`config.mk`:
```
export PLATFORM = sky130hd
export DESIGN_NAME = updown_counter_arbiter
export DESIGN_NICKNAME = d
export VERILOG_FILES = /design/src/rtl/updown_counter_arbiter.sv
export SDC_FILE = /design/constraint.sdc
export NUM_CORES = 1
export LEC_CHECK = 0
export BUFFER_PORTS_ARGS = -buffer_cell sky130_fd_sc_hd__clkbuf_2
export CORE_MARGIN = 8
export CORE_UTILIZATION = 35
export DETAILED_ROUTE_END_ITERATION = 10
export PLACE_DENSITY_LB_ADDON = 0.1
export SYNTH_ARGS = -nofsm -noshare
export SYNTH_HDL_FRONTEND = slang
export SYNTH_SLANG_ARGS = --single-unit
```
`constraint.sdc`:
```
create_clock -name clk -period 1.6 [get_ports clk]
set_input_delay 0 -clock clk [delete_from_list [all_inputs] [get_ports clk]]
set_output_delay 0 -clock clk [all_outputs]
set_load 0.01 [all_outputs]
```
`src/rtl/updown_counter_arbiter.sv`:
```
// rtl/updown_counter_arbiter.sv - round-robin arbiter sharing one N-bit up/down counter among NREQ requesters
// Optional feature macro: UPDOWN_ARB_SATURATE_EN (saturate at the bounds instead of wrapping).
module updown_counter_arbiter #(
  parameter int N    = 3,
  parameter int NREQ = 4
) (
  input  logic            clk,
  input  logic            reset,
  input  logic [NREQ-1:0] req,
  input  logic [NREQ-1:0] dir,
  input  logic            clr,
  output logic [NREQ-1:0] gnt,
  output logic [N-1:0]    count,
  output logic            busy,
  output logic            at_max,
  output logic            at_min,
  output logic            limit
);

  localparam int               PW       = $clog2(NREQ);
  localparam logic [N-1:0]     CNT_MAX  = '1;
  localparam logic [N-1:0]     CNT_ONE  = N'(1);
  localparam logic [PW-1:0]    PTR_ONE  = PW'(1);
  localparam logic [PW-1:0]    LAST_REQ = PW'(NREQ - 1);
  localparam logic [PW:0]      NREQ_W   = (PW + 1)'(NREQ);
  localparam logic [NREQ-1:0]  ONEHOT0  = NREQ'(1);

  typedef enum logic [1:0] {
    S_IDLE,
    S_GRANT,
    S_RELEASE
  } state_t;

  state_t          state_q, state_d;
  logic [PW-1:0]   ptr_q, ptr_d;
  logic [PW-1:0]   win_q, win_d;
  logic [NREQ-1:0] gnt_q, gnt_d;
  logic            step_dir_q, step_dir_d;
  logic [N-1:0]    count_q, count_d;
  logic            limit_q, limit_d;

  logic [NREQ-1:0] rot;
  logic [PW:0]     sum;
  logic            found;
  logic [PW-1:0]   pick;

  // Round-robin search: rotate req so ptr sits at bit 0, take the first set bit, map back
  always_comb begin
    rot   = NREQ'({req, req} >> ptr_q);
    found = 1'b0;
    pick  = ptr_q;
    sum   = '0;
    for (int i = 0; i < NREQ; i++) begin
      if (!found && rot[i]) begin
        found = 1'b1;
        sum   = {1'b0, ptr_q} + (PW + 1)'(i);
        if (sum >= NREQ_W) begin
          sum = sum - NREQ_W;
        end
        pick  = sum[PW-1:0];
      end
    end
  end

  // State, pointer, grant and counter registers with asynchronous active-low reset
  always_ff @(posedge clk or negedge reset) begin
    if (!reset) begin
      state_q    <= S_IDLE;
      ptr_q      <= '0;
      win_q      <= '0;
      gnt_q      <= '0;
      step_dir_q <= 1'b0;
      count_q    <= '0;
      limit_q    <= 1'b0;
    end else begin
      state_q    <= state_d;
      ptr_q      <= ptr_d;
      win_q      <= win_d;
      gnt_q      <= gnt_d;
      step_dir_q <= step_dir_d;
      count_q    <= count_d;
      limit_q    <= limit_d;
    end
  end

  // Next-state: arbitrate in IDLE, apply the step in GRANT, one dead cycle in RELEASE
  always_comb begin
    state_d    = state_q;
    ptr_d      = ptr_q;
    win_d      = win_q;
    gnt_d      = gnt_q;
    step_dir_d = step_dir_q;
    count_d    = count_q;
    limit_d    = 1'b0;
    case (state_q)
      S_IDLE: begin
        if (found) begin
          win_d      = pick;
          gnt_d      = ONEHOT0 << pick;
          step_dir_d = dir[pick];
          state_d    = S_GRANT;
        end
      end
      S_GRANT: begin
        gnt_d   = '0;
        ptr_d   = (win_q == LAST_REQ) ? '0 : win_q + PTR_ONE;
        state_d = S_RELEASE;
        if (step_dir_q) begin
          if (count_q == CNT_MAX) begin
            limit_d = 1'b1;
`ifdef UPDOWN_ARB_SATURATE_EN
            count_d = CNT_MAX;
`else
            count_d = '0;
`endif
          end else begin
            count_d = count_q + CNT_ONE;
          end
        end else begin
          if (count_q == '0) begin
            limit_d = 1'b1;
`ifdef UPDOWN_ARB_SATURATE_EN
            count_d = '0;
`else
            count_d = CNT_MAX;
`endif
          end else begin
            count_d = count_q - CNT_ONE;
          end
        end
      end
      S_RELEASE: begin
        state_d = S_IDLE;
      end
      default: begin
        state_d = S_IDLE;
      end
    endcase
    // Clear wins over any step and never reports a boundary event
    if (clr) begin
      count_d = '0;
      limit_d = 1'b0;
    end
  end

  assign gnt    = gnt_q;
  assign count  = count_q;
  assign limit  = limit_q;
  assign busy   = (state_q != S_IDLE);
  assign at_max = (count_q == CNT_MAX);
  assign at_min = (count_q == '0);

endmodule

```
==> flow_metrics.tcl <==
set metrics [dict create \
    synth_common_cells "dfrtp_1, nand2_1, inv_1, nand3_1" \
    clock_latency_ns 0.28 \
    synth_edf_count 0 \
    nets 136 \
    fillCellCount 245 \
    cts_sinks 15 \
    post_synth_main_area_contributors "dfrtp_1, ha_1, nand2_1" \
    wl_per_cell_um 12.6 \
    wl_um 1880 \
    holdCritPathClass "input port to register" \
    grt_usage_pct 9.35 \
    finalHoldViolations 0 \
    core_area_mm2 0.00241 \
    grt.overflow.total 0 \
    worstMarginPinSlew_ns 0.364 \
    period_share_pct 91.8 \
    drv_slew 0 \
    grt_max_degree 16 \
    antenna_cells 0 \
    synth_most_common_cell "dfrtp_1" \
    grt_pass1_wl_um 3170 \
    p_per_area_mw_per_mm2 1850 \
    h-tree-depth 1 \
    synth_top_area_share_pct 43.7 \
    dr_total_vias 730 \
    finalClockSkew_ns 0.00164 \
    final_antenna_net_count 0 \
    pin_count 22 \
    first_pass_iters 3 \
    syn_to_final_growth_pct 24.5 \
    place.gp.congestion 0.781 \
    first_global_vias 705 \
    antenna_found_initial 0 \
    syn_nets 107 \
    cts_buffers 3 \
    io_buffers 21 \
    rows 18 \
    post_cts_buffers 0 \
    die_area_mm2 0.00429 \
    synth.distinct_cells 32 \
    endpoint_kind "register" \
    yosysSeqAreaShare_pct 43.7 \
    status "complete, no violations" \
    syn_area_um2 858 \
    crit_fanout 7 \
    max_freq_ghz 0.681 \
    netlist_instances 91 \
    start_util_pct 35.6 \
    drive_above_1_share_pct 31.1 \
    place_inst 143 \
    setup_ws_ns 0.131 \
    fp.dieH_um 65.5 \
    max_cap_viol_count 0 \
    finalSetupTns_ns 0 \
    routed_via_density 4.90 \
    maxSlewHeadroom_pct 75.8 \
    crit_type "register to register" \
    critPathRequiredTime_ns 1.76 \
    ys_warn_count 0 \
    fp.dieW_um 65.5 \
    rsz0062_at_grt "no" \
    place_ws_ns 0.109 \
    dp_hpwl_um 1460 \
    timing.hold.ws_ns 0.0369 \
    setup_viol 0 \
    path_clk_slew_ns 0.09 \
    yosys.area.top_type "dfrtp_1" \
    synth-seq-cells 15 \
    cts_tree "yes" \
    finalNonFillerCells 149 \
    syn_area_per_cell_um2 9.43 \
    yosys_most_used_dff "dfrtp_1" \
    leakage_uw 0.000535 \
    drt_iter0_drc 20 \
    clk_path_buf_depth 2 \
    drc_errors 0 \
    async_reset_ff_share_pct 100 \
    root_buffer "clkbuf_4" \
    ir_worst_vdd_mv 0.870 \
    cp.arrival_ns 1.63 \
    crit_path_start_kind "register" \
    timing.final.crit_period_ns 1.47 \
]
-- layout make-up --
cell class                      instances  area [µm²]  share of cell area, %
Tap cell                               30        37.5                   3.51
Multi-Input combinational cell         66         447                   41.8
Timing Repair Buffer                   27         155                   14.5
Inverter                                7        26.3                   2.46
Clock buffer                            4        26.3                   2.46
Sequential cell                        15         377                   35.2
-- state kept, by name (all words and copies together) (netlist names) --
signal      count
step_dir_q      1
gnt             4
limit           1
count           3
ptr_q           2
win_q           2
state_q         2
-- worst paths after layout --
check	depth (start not counted)	to	slack (ns)	from
setup / recovery	5	step_dir_q	0.13	ptr_q[1]
hold / removal	3	step_dir_q	0.04	dir[2]
setup reg to reg	5	step_dir_q	0.13	ptr_q[1]
hold reg to reg	1	ptr_q[0]	0.50	win_q[0]
max in group asynchronous	2	ptr_q[1]	1.16	reset
min in group asynchronous	2	count[2]	0.16	reset
-- report_power, final --
part,switching [µW],internal (µW)
Combinational,596,465
Clock,118,96.7
Sequential,149,548
Total,864,1110
-- critical path, stage by stage, from the launching register on --
cell,delay [ns]
dfrtp_2,0.45
nor2b_1,0.12
o21bai_1,0.11
and3_4,0.22
a2111oi_2,0.38
a211oi_2,0.08
-- layer usage --
layer  track usage [%]  part of all wire (%)
met3              2.89                   3.7
met5                 0                     0
met4              3.27                  0.43
met2              13.5                    45
met1              12.7                    51
-- through the flow --
stage	util, %	total power [µW]	area (µm²)
floorplan	-	1400	858
global placement	42.3	1760	1020
detailed placement	42.3	1760	1020
CTS	44.2	1990	1060
global route	44.3	2180	1070
finish	44.3	1970	1070
-- placed cells by master, fill, tap and decap left out --
cell           Yosys  routed
and3_4             1       1
o31ai_4            1       1
nand3_1            7       7
a211oi_1           2       2
o21ai_1            2       2
ha_1               5       5
o31ai_1            3       3
mux2i_1            1       1
a21o_1             1       1
a21oi_1            5       5
a21boi_1           0       1
o21bai_1           2       2
clkbuf_2           0      21
buf_4              0       4
a21boi_2           1       1
clkbuf_1           2       1
nor2_1             4       4
nor2b_2            1       2
dfrtp_1           15      14
inv_2              0       1
inv_1              7       6
a31oi_1            1       1
a311oi_1           1       1
clkbuf_4           0       3
a211oi_2           1       1
nand2_1           11      11
nor2b_1            3       2
or3_1              1       1
nor4_1             1       1
nand2b_1           2       2
dfrtp_2            0       1
nor3_1             2       2
dlygate4sd3_1      0       2
o22ai_1            1       1
o21ai_0            2       2
a2111oi_2          1       1
or2_1              2       2
-- what timing repair did --
| item | in CTS | in global routing |
|---|---|---|
| setup endpoints to repair | 0 | 1 |
| resized for setup | 0 | 4 |
| hold endpoints to repair | 19 | 0 |
| hold buffers | 2 | 0 |
-- cell families after synthesis --
family | synth area share [%]
DFF | 43.7
and+or+nand+nor | 20.7
buffers and inverters | 4.52
adders and majority gates | 7.29
muxes | 1.17
AOI/OAI and AO/OA | 22.6
(Power assumes the default switching activity.)
